$ cat src/rtl/alu_issue_sched_pkg.sv
`default_nettype none
// ============================================================================
// Module      : alu_issue_sched_pkg
// Description : Shared widths, scheduler entry and ALU issue bundle types,
//               and the CDB tag-match helper used by wakeup and bypass.
// Revision    : 1.0 - initial release
// ============================================================================
package alu_issue_sched_pkg;

    localparam int C_RS_DEPTH     = 4;
    localparam int C_WORD_SIZE    = 16;
    localparam int C_WIDTH_OP     = 4;
    localparam int C_ROB_ENTRY    = 16;
    localparam int C_NUM_PHYS_REG = 32;
    localparam int C_TAG_W        = $clog2(C_NUM_PHYS_REG);
    localparam int C_ROB_W        = $clog2(C_ROB_ENTRY);

    // One reservation-station slot
    typedef struct packed {
        logic                   valid;
        logic [C_WIDTH_OP-1:0]  opcode;
        logic [C_TAG_W-1:0]     src1_tag;
        logic                   src1_rdy;
        logic [C_WORD_SIZE-1:0] src1_val;
        logic [C_TAG_W-1:0]     src2_tag;
        logic                   src2_rdy;
        logic [C_WORD_SIZE-1:0] src2_val;
        logic [C_ROB_W-1:0]     rob;
        logic [C_TAG_W-1:0]     dst_reg;
    } rs_entry_t;

    // Input bundle of the single-cycle ALU
    typedef struct packed {
        logic                   exe_v;
        logic [C_WIDTH_OP-1:0]  opcode;
        logic [C_WORD_SIZE-1:0] op1;
        logic [C_WORD_SIZE-1:0] op2;
        logic [C_ROB_W-1:0]     rob;
        logic [C_TAG_W-1:0]     dst_reg;
    } alu_issue_t;

    // A source captures the broadcast only while it is still waiting
    function automatic logic cdb_match(
        input logic               rdy,
        input logic [C_TAG_W-1:0] tag,
        input logic               cdb_v,
        input logic [C_TAG_W-1:0] cdb_tag
    );
        return !rdy && cdb_v && (tag == cdb_tag);
    endfunction

endpackage
`default_nettype wire

$ cat src/rtl/alu_issue_sched_select.sv
`default_nettype none
// ============================================================================
// Module      : alu_sched_select
// Description : Oldest-ready priority encoder; index 0 is the oldest entry.
// Revision    : 1.0 - initial release
// ============================================================================
module alu_sched_select #(
    parameter int RS_DEPTH = 4,
    parameter int IDX_W    = 2
) (
    input  logic [RS_DEPTH-1:0] i_ready,
    output logic                o_sel_v,
    output logic [IDX_W-1:0]    o_sel_idx
);

    // Scan from youngest to oldest so the lowest ready index wins
    always_comb begin
        o_sel_v   = 1'b0;
        o_sel_idx = '0;
        for (int i = RS_DEPTH - 1; i >= 0; i--) begin
            if (i_ready[i]) begin
                o_sel_v   = 1'b1;
                o_sel_idx = IDX_W'(i);
            end
        end
    end

endmodule
`default_nettype wire

$ cat src/rtl/alu_issue_sched.sv
`default_nettype none
// ============================================================================
// Module      : alu_issue_sched
// Description : Compacting-age-queue reservation station for the ALU.
//               Captures operands from the CDB, selects the oldest ready
//               entry and drives the ALU through a registered issue stage.
// Revision    : 1.0 - initial release
// ============================================================================
module alu_issue_sched
    import alu_issue_sched_pkg::*;
#(
    parameter int RS_DEPTH     = C_RS_DEPTH,
    parameter int WORD_SIZE_P  = C_WORD_SIZE,
    parameter int WIDTH_OP     = C_WIDTH_OP,
    parameter int ROB_ENTRY    = C_ROB_ENTRY,
    parameter int NUM_PHYS_REG = C_NUM_PHYS_REG
) (
    input  logic                            clk_i,
    input  logic                            reset_n_i,
    input  logic                            flush_i,
    input  logic                            disp_v_i,
    output logic                            disp_ready_o,
    input  logic [WIDTH_OP-1:0]             disp_opcode_i,
    input  logic [$clog2(NUM_PHYS_REG)-1:0] disp_src1_tag_i,
    input  logic [$clog2(NUM_PHYS_REG)-1:0] disp_src2_tag_i,
    input  logic                            disp_src1_rdy_i,
    input  logic                            disp_src2_rdy_i,
    input  logic [WORD_SIZE_P-1:0]          disp_src1_val_i,
    input  logic [WORD_SIZE_P-1:0]          disp_src2_val_i,
    input  logic [$clog2(ROB_ENTRY)-1:0]    disp_rob_i,
    input  logic [$clog2(NUM_PHYS_REG)-1:0] disp_reg_i,
    input  logic                            cdb_v_i,
    input  logic [$clog2(NUM_PHYS_REG)-1:0] cdb_tag_i,
    input  logic [WORD_SIZE_P-1:0]          cdb_result_i,
    output logic                            iss_v_o,
    output logic [WIDTH_OP-1:0]             iss_opcode_o,
    output logic [WORD_SIZE_P-1:0]          iss_op1_o,
    output logic [WORD_SIZE_P-1:0]          iss_op2_o,
    output logic [$clog2(ROB_ENTRY)-1:0]    iss_rob_o,
    output logic [$clog2(NUM_PHYS_REG)-1:0] iss_reg_o,
    output logic [$clog2(RS_DEPTH+1)-1:0]   count_o
);

    localparam int C_IDX_W = (RS_DEPTH > 1) ? $clog2(RS_DEPTH) : 1;
    localparam int C_CNT_W = $clog2(RS_DEPTH + 1);

    rs_entry_t            r_rs   [RS_DEPTH];
    rs_entry_t            w_woke [RS_DEPTH];
    rs_entry_t            w_next [RS_DEPTH];
    rs_entry_t            w_disp_ent;
    alu_issue_t           r_iss;
    logic [C_CNT_W-1:0]   r_count;
    logic [C_CNT_W-1:0]   w_wr_idx;
    logic [RS_DEPTH-1:0]  w_ready;
    logic                 w_sel_v;
    logic [C_IDX_W-1:0]   w_sel_idx;
    logic                 w_disp_acc;

    // Ready reflects registered credit only; an issue this cycle frees nothing yet
    assign disp_ready_o = (r_count < C_CNT_W'(RS_DEPTH));
    assign w_disp_acc   = disp_v_i && disp_ready_o && !flush_i;
    assign count_o      = r_count;

    // Eligibility uses registered ready bits, so a wakeup counts next cycle
    for (genvar g = 0; g < RS_DEPTH; g++) begin : g_ready
        assign w_ready[g] = r_rs[g].valid & r_rs[g].src1_rdy & r_rs[g].src2_rdy;
    end

    alu_sched_select #(
        .RS_DEPTH (RS_DEPTH),
        .IDX_W    (C_IDX_W)
    ) u_select (
        .i_ready   (w_ready),
        .o_sel_v   (w_sel_v),
        .o_sel_idx (w_sel_idx)
    );

    // Build the incoming entry, capturing a same-cycle CDB broadcast
    always_comb begin
        w_disp_ent          = '0;
        w_disp_ent.valid    = 1'b1;
        w_disp_ent.opcode   = disp_opcode_i;
        w_disp_ent.src1_tag = disp_src1_tag_i;
        w_disp_ent.src2_tag = disp_src2_tag_i;
        w_disp_ent.rob      = disp_rob_i;
        w_disp_ent.dst_reg  = disp_reg_i;
        w_disp_ent.src1_rdy = disp_src1_rdy_i;
        w_disp_ent.src1_val = disp_src1_val_i;
        w_disp_ent.src2_rdy = disp_src2_rdy_i;
        w_disp_ent.src2_val = disp_src2_val_i;
        if (cdb_match(disp_src1_rdy_i, disp_src1_tag_i, cdb_v_i, cdb_tag_i)) begin
            w_disp_ent.src1_rdy = 1'b1;
            w_disp_ent.src1_val = cdb_result_i;
        end
        if (cdb_match(disp_src2_rdy_i, disp_src2_tag_i, cdb_v_i, cdb_tag_i)) begin
            w_disp_ent.src2_rdy = 1'b1;
            w_disp_ent.src2_val = cdb_result_i;
        end
    end

    // Next queue image: wakeup, then compaction over the issued slot, then append
    always_comb begin
        w_wr_idx = r_count - C_CNT_W'(w_sel_v);
        for (int i = 0; i < RS_DEPTH; i++) begin
            w_woke[i] = r_rs[i];
            if (r_rs[i].valid && cdb_match(r_rs[i].src1_rdy, r_rs[i].src1_tag, cdb_v_i, cdb_tag_i)) begin
                w_woke[i].src1_rdy = 1'b1;
                w_woke[i].src1_val = cdb_result_i;
            end
            if (r_rs[i].valid && cdb_match(r_rs[i].src2_rdy, r_rs[i].src2_tag, cdb_v_i, cdb_tag_i)) begin
                w_woke[i].src2_rdy = 1'b1;
                w_woke[i].src2_val = cdb_result_i;
            end
        end
        for (int i = 0; i < RS_DEPTH - 1; i++) begin
            w_next[i] = (w_sel_v && (C_IDX_W'(i) >= w_sel_idx)) ? w_woke[i+1] : w_woke[i];
        end
        // Any issue vacates the top slot of a contiguous queue
        w_next[RS_DEPTH-1] = w_sel_v ? '0 : w_woke[RS_DEPTH-1];
        for (int i = 0; i < RS_DEPTH; i++) begin
            if (w_disp_acc && (C_CNT_W'(i) == w_wr_idx)) begin
                w_next[i] = w_disp_ent;
            end
        end
    end

    // Entry storage and occupancy; flush discards everything in flight
    always_ff @(posedge clk_i or negedge reset_n_i) begin
        if (!reset_n_i) begin
            for (int i = 0; i < RS_DEPTH; i++) r_rs[i] <= '0;
            r_count <= '0;
        end else if (flush_i) begin
            for (int i = 0; i < RS_DEPTH; i++) r_rs[i] <= '0;
            r_count <= '0;
        end else begin
            for (int i = 0; i < RS_DEPTH; i++) r_rs[i] <= w_next[i];
            r_count <= r_count + C_CNT_W'(w_disp_acc) - C_CNT_W'(w_sel_v);
        end
    end

    // Registered issue stage; payload holds its last value when idle
    always_ff @(posedge clk_i or negedge reset_n_i) begin
        if (!reset_n_i) begin
            r_iss <= '0;
        end else if (flush_i) begin
            r_iss.exe_v <= 1'b0;
        end else begin
            r_iss.exe_v <= w_sel_v;
            if (w_sel_v) begin
                r_iss.opcode  <= r_rs[w_sel_idx].opcode;
                r_iss.op1     <= r_rs[w_sel_idx].src1_val;
                r_iss.op2     <= r_rs[w_sel_idx].src2_val;
                r_iss.rob     <= r_rs[w_sel_idx].rob;
                r_iss.dst_reg <= r_rs[w_sel_idx].dst_reg;
            end
        end
    end

    assign iss_v_o      = r_iss.exe_v;
    assign iss_opcode_o = r_iss.opcode;
    assign iss_op1_o    = r_iss.op1;
    assign iss_op2_o    = r_iss.op2;
    assign iss_rob_o    = r_iss.rob;
    assign iss_reg_o    = r_iss.dst_reg;

endmodule
`default_nettype wire

$ cat config.mk
export PLATFORM = sky130hd
export DESIGN_NAME = alu_issue_sched
export DESIGN_NICKNAME = d
export VERILOG_FILES = /design/src/rtl/alu_issue_sched_pkg.sv /design/src/rtl/alu_issue_sched_select.sv /design/src/rtl/alu_issue_sched.sv
export SDC_FILE = /design/constraint.sdc
export NUM_CORES = 1
export LEC_CHECK = 0
export BUFFER_PORTS_ARGS = -buffer_cell sky130_fd_sc_hd__buf_2
export CAP_MARGIN = 15
export CORE_MARGIN = 4
export CORE_UTILIZATION = 45
export DETAILED_ROUTE_END_ITERATION = 10
export PLACE_DENSITY_LB_ADDON = 0.25
export SYNTH_ARGS = -nofsm -noshare
export SYNTH_HDL_FRONTEND = slang
export SYNTH_SLANG_ARGS = --single-unit
$ cat constraint.sdc
create_clock -name clk_i -period 4.6 [get_ports clk_i]
set_input_delay 0.92 -clock clk_i [delete_from_list [all_inputs] [get_ports clk_i]]
set_output_delay 0.92 -clock clk_i [all_outputs]
set_load 0.03 [all_outputs]
# [Yosys cells after proc, flatten, opt, wreduce, memory -nomap -nowiden]
# Cells that the tools add are included.
[word_totals] reg_bits=281 latch_bits=0 ramBits=0 romBits=0 inputBits=83 output_inout_bits=50 elab_cells=166 n_memories=0
[op_classes] n_addsub=3 multipliers=0 div=0 magnitude_cmp=5 eq_ne=13 shifts=0 mux=32 bitwise=10 n_reduce_logical=56
[ops] op="58-bit 2-to-1 mux" n=8
[ops] op="232-bit 2-to-1 mux" n=1
[ops] op="17-bit 2-to-1 mux" n=10
[ops] op="58-bit binary-select mux with 2-bit select" n=1
[ops] op="57-bit 2-to-1 mux" n=2
[ops] op="5-bit == test" n=10
[ops] op="1-bit logical AND" n=37
[ops] op="3-bit nonzero test" n=4
[ops] op="1-bit logical NOT" n=11
[ops] op="1-bit bitwise AND" n=8
[ops] op="2-bit 2-to-1 mux" n=4
[ops] op="4-bit nonzero test" n=2
[ops] op="2-bit by 3-bit == test with 1-bit output (first input constant)" n=2
[ops] op="3-bit by 1-bit subtractor with 3-bit output" n=2
[ops] op="1-bit 2-to-1 mux" n=5
[ops] op="1-bit by 2-bit >= comparator with 1-bit output (first input constant)" n=2
[ops] op="3-bit by 1-bit adder with 3-bit output" n=1
[ops] op="1-bit by 3-bit == test with 1-bit output (first input constant)" n=1
[ops] op="3-bit >= comparator (second input constant)" n=1
[ops] op="3-bit logical NOT" n=1
[ops] op="3-bit < comparator (second input constant)" n=1
[ops] op="3-bit 2-to-1 mux" n=1
[ops] op="2-bit inverter with 3-bit output" n=1
[ops] op="2-bit >= comparator (first input constant)" n=1
[ops] op="other kinds (2)" n=2

# [Depth between registers and ports, before layout]
[logic_depth] word_depth=11 depth_mapped=12 mapped_depth_nobuf=10

# [Modules after synthesis]
# A second synthesis with hierarchy kept.
[hier_totals] hier_cells=1727 hier_area_um2=16778.6
[by_module_without_submodules] mod="alu_issue_sched" n_inst=1 cells_each=1720 area_per_inst_um2=16743.6 seq_area_each_um2=7031.7
[by_module_without_submodules] mod="alu_sched_select" n_inst=1 cells_each=7 area_per_inst_um2=35.0 seq_area_each_um2=0.0

# [Worst setup path before layout]
# OpenSTA, ideal clock, no wires.
[synth_timing] kind="reg-to-reg" start="reg, netlist name r_rs[105]" end="reg, netlist name r_rs[211]" setup_ns=0.139 arrival_time_ns=2.748 required_time_ns=4.461 setup_slack_ns=1.713 stages_incl_launch_ff=13 synth_period_minus_slack_ns=2.887 cell_sequence="dfrtp_1 -> nand3_1 -> nand4_1 -> ha_1 -> ha_1 -> clkbuf_1 -> a311oi_1 -> o41a_1 -> buf_2 -> or3_1 -> buf_2 -> buf_2 -> o221ai_1"
[synth_between] elab_chain_cells=10 elab_cells_between_ends=17
[synth_rtl] element="1-bit bitwise AND * (2 in series)" line="alu_issue_sched.sv:66" text="assign w_ready[g] = r_rs[g].valid & r_rs[g].src1_rdy & r_rs[g].src2_rdy;"
[synth_rtl] element="1-bit 2-to-1 mux / 2-bit 2-to-1 mux (equally long branches) (3 in series)" line="alu_issue_sched_select.sv:21" text="if (i_ready[i]) begin"
[synth_rtl] element="3-bit by 1-bit subtractor with 3-bit output / 1-bit by 2-bit >= comparator with 1-bit output (equally long branches)" line="alu_issue_sched.sv:103, alu_issue_sched.sv:116"
[synth_rtl] element="3-bit logical NOT / 1-bit logical AND (equally long branches)" line="alu_issue_sched.sv:121, alu_issue_sched.sv:116"
[synth_rtl] element="1-bit logical AND / 58-bit 2-to-1 mux (equally long branches)" line="alu_issue_sched.sv:121, alu_issue_sched.sv:116"
[synth_rtl] element="58-bit 2-to-1 mux" line="alu_issue_sched.sv:121" text="if (w_disp_acc && (C_CNT_W'(i) == w_wr_idx)) begin"
[synth_rtl] element="232-bit 2-to-1 mux" line="alu_issue_sched.sv:132" text="end else if (flush_i) begin"
# Every way passes the cells marked *; elsewhere a longest branch is shown, timed or not. The select of a mux whose other input is x is not followed.
# A chain may end at the register's enable or synchronous reset.

# [Worst setup path in the final report]
[layout_timing] start="reg, netlist name r_rs[105]" end="reg, netlist name r_rs[218]"
[layout_between] elab_chain_cells=10 elab_cells_between_ends=17
[layout_rtl] element="1-bit bitwise AND * (2 in series)" line="alu_issue_sched.sv:66"
[layout_rtl] element="1-bit 2-to-1 mux / 2-bit 2-to-1 mux (equally long branches) (3 in series)" line="alu_issue_sched_select.sv:21"
[layout_rtl] element="3-bit by 1-bit subtractor with 3-bit output / 1-bit by 2-bit >= comparator with 1-bit output (equally long branches)" line="alu_issue_sched.sv:103, alu_issue_sched.sv:116"
[layout_rtl] element="3-bit logical NOT / 1-bit logical AND (equally long branches)" line="alu_issue_sched.sv:121, alu_issue_sched.sv:116"
[layout_rtl] element="1-bit logical AND / 58-bit 2-to-1 mux (equally long branches)" line="alu_issue_sched.sv:121, alu_issue_sched.sv:116"
[layout_rtl] element="58-bit 2-to-1 mux" line="alu_issue_sched.sv:121"
[layout_rtl] element="232-bit 2-to-1 mux" line="alu_issue_sched.sv:132"
# Marked as above.

==> impl_metrics.prom <==
# TYPE chip_impl_metric gauge
chip_impl_metric{name="setup_bufs_post_cts",unit=""} 0
chip_impl_info{name="worstSetupPathType",value="reg -> reg"} 1
chip_impl_metric{name="cpPeakStageDelay",unit="ps"} 590
chip_impl_metric{name="cts.sink_count",unit=""} 281
chip_impl_metric{name="combPwrFrac",unit="%"} 20.4
chip_impl_info{name="rsz0062_at_grt",value="false"} 1
chip_impl_metric{name="grt_pass1_vias",unit=""} 14220
chip_impl_metric{name="die_height",unit="microns"} 194
chip_impl_metric{name="dr_total_vias",unit=""} 14303
chip_impl_metric{name="place_ws",unit="ps"} 803
chip_impl_metric{name="grt.overflow.total",unit=""} 0
chip_impl_metric{name="switching_share",unit="%"} 31.8
chip_impl_metric{name="io-pin-count",unit=""} 133
chip_impl_metric{name="cts_hold_buffers",unit=""} 0
chip_impl_metric{name="globalRouteTotalUtil",unit="%"} 28.2
chip_impl_metric{name="finalMaxSlewViolations",unit=""} 0
chip_impl_metric{name="finalCriticalPeriod",unit="ps"} 3890
chip_impl_metric{name="clkPwrFrac",unit="%"} 37.6
chip_impl_metric{name="first_pass_grt_wire_length",unit="microns"} 85100
chip_impl_metric{name="worstPathRequired",unit="ps"} 4940
chip_impl_info{name="start_kind",value="flip-flop"} 1
chip_impl_metric{name="vdd.ir_drop.worst",unit="mV"} 0.266
chip_impl_metric{name="synthesis.area_per_instance",unit="sq um"} 9.79
chip_impl_metric{name="route.detailed.wl_per_inst",unit="microns"} 26.3
chip_impl_metric{name="area.growth.synth_to_final",unit="%"} 13.5
chip_impl_info{name="crit_chain",value="nand3_1 > nand4_1 > ha_1 > ha_1 > a311oi_1 > o41a_1 > buf_4 > or3_1 > o221ai_1"} 1
chip_impl_info{name="clockRootBuffer",value="sky130_fd_sc_hd__clkbuf_16"} 1
chip_impl_metric{name="core_area",unit="sq mm"} 0.0338
chip_impl_metric{name="path_clk_slew",unit="ps"} 60
chip_impl_metric{name="die_width",unit="microns"} 194
chip_impl_metric{name="clockBufferDepth",unit=""} 3
chip_impl_metric{name="syn_nets",unit=""} 1671
chip_impl_metric{name="setup-tns-final",unit="ps"} 0
chip_impl_info{name="tritoncts",value="done"} 1
chip_impl_info{name="path_delay_family",value="simple AND/OR/NAND/NOR gates"} 1
chip_impl_metric{name="power.internal",unit="mW"} 4.81
chip_impl_metric{name="viasPerCell",unit=""} 6.83
chip_impl_metric{name="fin_skew",unit="ps"} 21.0
chip_impl_metric{name="postLayoutSetupSlackWorst",unit="ps"} 710
chip_impl_metric{name="post_route_antenna_net_violation_count",unit=""} 0
chip_impl_metric{name="layout.filler_cells",unit=""} 3091
chip_impl_info{name="timing.critical_path.to_type",value="flip-flop"} 1
chip_impl_metric{name="row_count",unit=""} 67
chip_impl_metric{name="leakage",unit="nW"} 7.44
chip_impl_metric{name="h-tree-depth",unit=""} 2
chip_impl_metric{name="firstDrtPassIters",unit=""} 6
chip_impl_info{name="post-synth-top-area-cell",value="sky130_fd_sc_hd__dfrtp_1"} 1
chip_impl_metric{name="portBuffers",unit=""} 132
chip_impl_metric{name="final_layout_size_suffix_gt1_share",unit="%"} 17.4
chip_impl_metric{name="routed_wl",unit="microns"} 55200
chip_impl_info{name="postSynth.topFlopCell",value="sky130_fd_sc_hd__dfrtp_1"} 1
chip_impl_metric{name="slew_headroom",unit="%"} 15.2
chip_impl_metric{name="yosys_warnings",unit=""} 0
chip_impl_info{name="cpMostUsedCell",value="sky130_fd_sc_hd__ha_1"} 1
chip_impl_metric{name="worst_pin_slew",unit="ps"} 1270
chip_impl_metric{name="netlist.area_leader.share",unit="%"} 45.4
chip_impl_metric{name="syn-instance-count",unit=""} 1583
chip_impl_metric{name="detail_route.drc_violations",unit=""} 0
chip_impl_metric{name="power.density",unit="mW/mm^2"} 401
chip_impl_metric{name="ys_seq_elements",unit=""} 281
chip_impl_info{name="critical_path.slowest_cell",value="sky130_fd_sc_hd__or3_1"} 1
chip_impl_metric{name="share_of_flip_flops_with_an_asynchronous_set_or_reset_after_synthesis",unit="%"} 100
chip_impl_metric{name="timing.critical_path.fanout_max",unit=""} 18
chip_impl_metric{name="routabilityCongestion",unit=""} 0.862
chip_impl_info{name="outcome",value="completed"} 1
chip_impl_metric{name="max_cap_viol_count",unit=""} 0
chip_impl_info{name="synth_top_cells_by_area",value="sky130_fd_sc_hd__dfrtp_1 45%, sky130_fd_sc_hd__mux2i_1 8.1%, sky130_fd_sc_hd__nand2_1 5.3%"} 1
chip_impl_metric{name="multi_input_area",unit="sq mm"} 0.00778
chip_impl_metric{name="detailedRoute.firstIterationViolations",unit=""} 1642
chip_impl_metric{name="crit_arrival",unit="ps"} 4230
chip_impl_metric{name="seq_area",unit="sq mm"} 0.00703
chip_impl_metric{name="layout_net_count",unit=""} 1713
chip_impl_metric{name="power.switching",unit="mW"} 2.24
chip_impl_metric{name="proportion_of_synthesized_chip_area_in_sequential_cells",unit="%"} 45.4
chip_impl_metric{name="area_of_the_die",unit="sq mm"} 0.0375
chip_impl_metric{name="synth_edf_count",unit=""} 0
chip_impl_metric{name="initial_core_util",unit="%"} 45.9
chip_impl_metric{name="numCtsBuffers",unit=""} 34
chip_impl_metric{name="hold_viol_final",unit=""} 0
chip_impl_metric{name="maximum_clock_rate",unit="MHz"} 257
chip_impl_metric{name="power_frac_seq",unit="%"} 42.0
chip_impl_metric{name="crit_buf_inv",unit=""} 1
chip_impl_metric{name="synth_cell_types",unit=""} 60
chip_impl_metric{name="period_share",unit="%"} 84.6
chip_impl_metric{name="grt_antenna_before_repair",unit=""} 2
chip_impl_metric{name="worst_skew_pair.late_latency",unit="ps"} 520
chip_impl_metric{name="post_cts_resized",unit=""} 0
chip_impl_metric{name="grt_start_max_net_pins",unit=""} 116
chip_impl_metric{name="post_synth_instance_area",unit="sq mm"} 0.0155
chip_impl_metric{name="dp.final_hpwl",unit="microns"} 33100
chip_impl_info{name="hold_class",value="reg -> reg"} 1
chip_impl_metric{name="setup_violations",unit=""} 0
[through the flow]
step	utilization, %	area, sq um	hold WS, ps	std cells	total power [mW]
2_1_floorplan	-	15500	449	1583	3.89
3_3_place_gp	48.9	16500	469	2037	4.40
3_5_place_dp	48.9	16500	468	2037	4.43
4_1_cts	52.1	17600	483	2093	7.06
5_1_grt	52.1	17600	499	2094	7.32
6_report	52.1	17600	479	2095	7.05
[per-layer routing]
layer	wire length [microns]	global-route usage [%]
met3	6030	6.93
met4	1860	10.1
met5	0	0
met1	22500	39.0
met2	24800	43.5
[area by class of cell]
cell class / instances / area share, %
sequential: 281 / 40.0
clock inverter: 7 / 0.541
antenna: 2 / 0.0284
tap: 448 / 3.19
multi-input combinational: 1123 / 44.2
inverter: 9 / 0.192
clock buffer: 49 / 5.56
timing repair buffer: 176 / 6.29
[state kept, by name (all words and copies together) (netlist names)]
name          count
count_o           3
iss_op1_o        16
iss_op2_o        16
iss_opcode_o      4
iss_reg_o         5
iss_rob_o         4
iss_v_o           1
r_rs            232
[placed cells by master, fill, tap and decap left out, types with 45 or more instances in the layout]
master / n
sky130_fd_sc_hd__nand2_1: 215
sky130_fd_sc_hd__a311oi_1: 70
sky130_fd_sc_hd__o21ai_0: 49
sky130_fd_sc_hd__nand3_1: 53
sky130_fd_sc_hd__dfrtp_1: 281
sky130_fd_sc_hd__a22oi_1: 45
sky130_fd_sc_hd__nor2_1: 91
sky130_fd_sc_hd__mux2i_1: 125
sky130_fd_sc_hd__o221ai_1: 61
sky130_fd_sc_hd__buf_2: 130
sky130_fd_sc_hd__a221oi_1: 79
[worst register-to-register path, stage by stage, from the launching register on]
cell and delay [ps]:
sky130_fd_sc_hd__dfrtp_1 450, sky130_fd_sc_hd__nand3_1 280, sky130_fd_sc_hd__nand4_1 330, sky130_fd_sc_hd__ha_1 310, sky130_fd_sc_hd__ha_1 440, sky130_fd_sc_hd__a311oi_1 570, sky130_fd_sc_hd__o41a_1 240, sky130_fd_sc_hd__buf_4 250
sky130_fd_sc_hd__or3_1 600, sky130_fd_sc_hd__o221ai_1 270
[Yosys cell counts, drive strengths merged, types with 2 or more instances]
library cell and count:
nand2 218, nand4 8, a21oi 26, a311oi 70, and3 4, a31oi 3, and4 2, xnor2 32
nor4 5, o21a 2, o21ai 51, nor2 93, a22oi 45, a211oi 17, nand3 55, a22o 24
xor2 20, and2 34, buf 48, a31o 33, nand3b 3, mux2i 125, nand2b 2, dfrtp 281
and3b 3, nor3 10, o22ai 34, a221oi 79, a21o 3, o41a 2, inv 9, o32ai 33
clkbuf 122, ha 4, nor2b 4, or3 4, o221ai 61, or4 2
[cells by family after synthesis]
logic type | Yosys count | share of synthesized area [%]
AOI/OAI and AO/OA | 490 | 25.2
xor gates and xnor gates | 52 | 2.94
buffers and inverters | 179 | 4.87
DFF | 281 | 45.4
and+or+nand+nor | 451 | 13.1
muxes | 125 | 8.07
adders and majority gates | 5 | 0.452
[power groups by stage]
| stage | sequential, mW | combinational, mW | clock [mW] |
|---|---|---|---|
| 2_1_floorplan | 3.23 | 0.660 | 0 |
| 3_3_place_gp | 2.99 | 1.41 | 0 |
| 3_5_place_dp | 3.00 | 1.43 | 0 |
| 4_1_cts | 2.96 | 1.44 | 2.67 |
| 5_1_grt | 2.99 | 1.55 | 2.78 |
| 6_report | 2.96 | 1.44 | 2.65 |
[path summary, 6_finish.rpt]
check,depth (start not counted),end,slack [ps],from
setup / recovery,9,r_rs[218],710,r_rs[105]
hold / removal,2,iss_op2_o[4],480,iss_op2_o[4]
setup reg to reg,9,r_rs[218],710,r_rs[105]
hold reg to reg,2,iss_op2_o[4],480,iss_op2_o[4]
max in group asynchronous,2,r_rs[3],3180,reset_n_i
min in group asynchronous,1,iss_op1_o[3],500,reset_n_i
(Power assumes the default switching activity.)
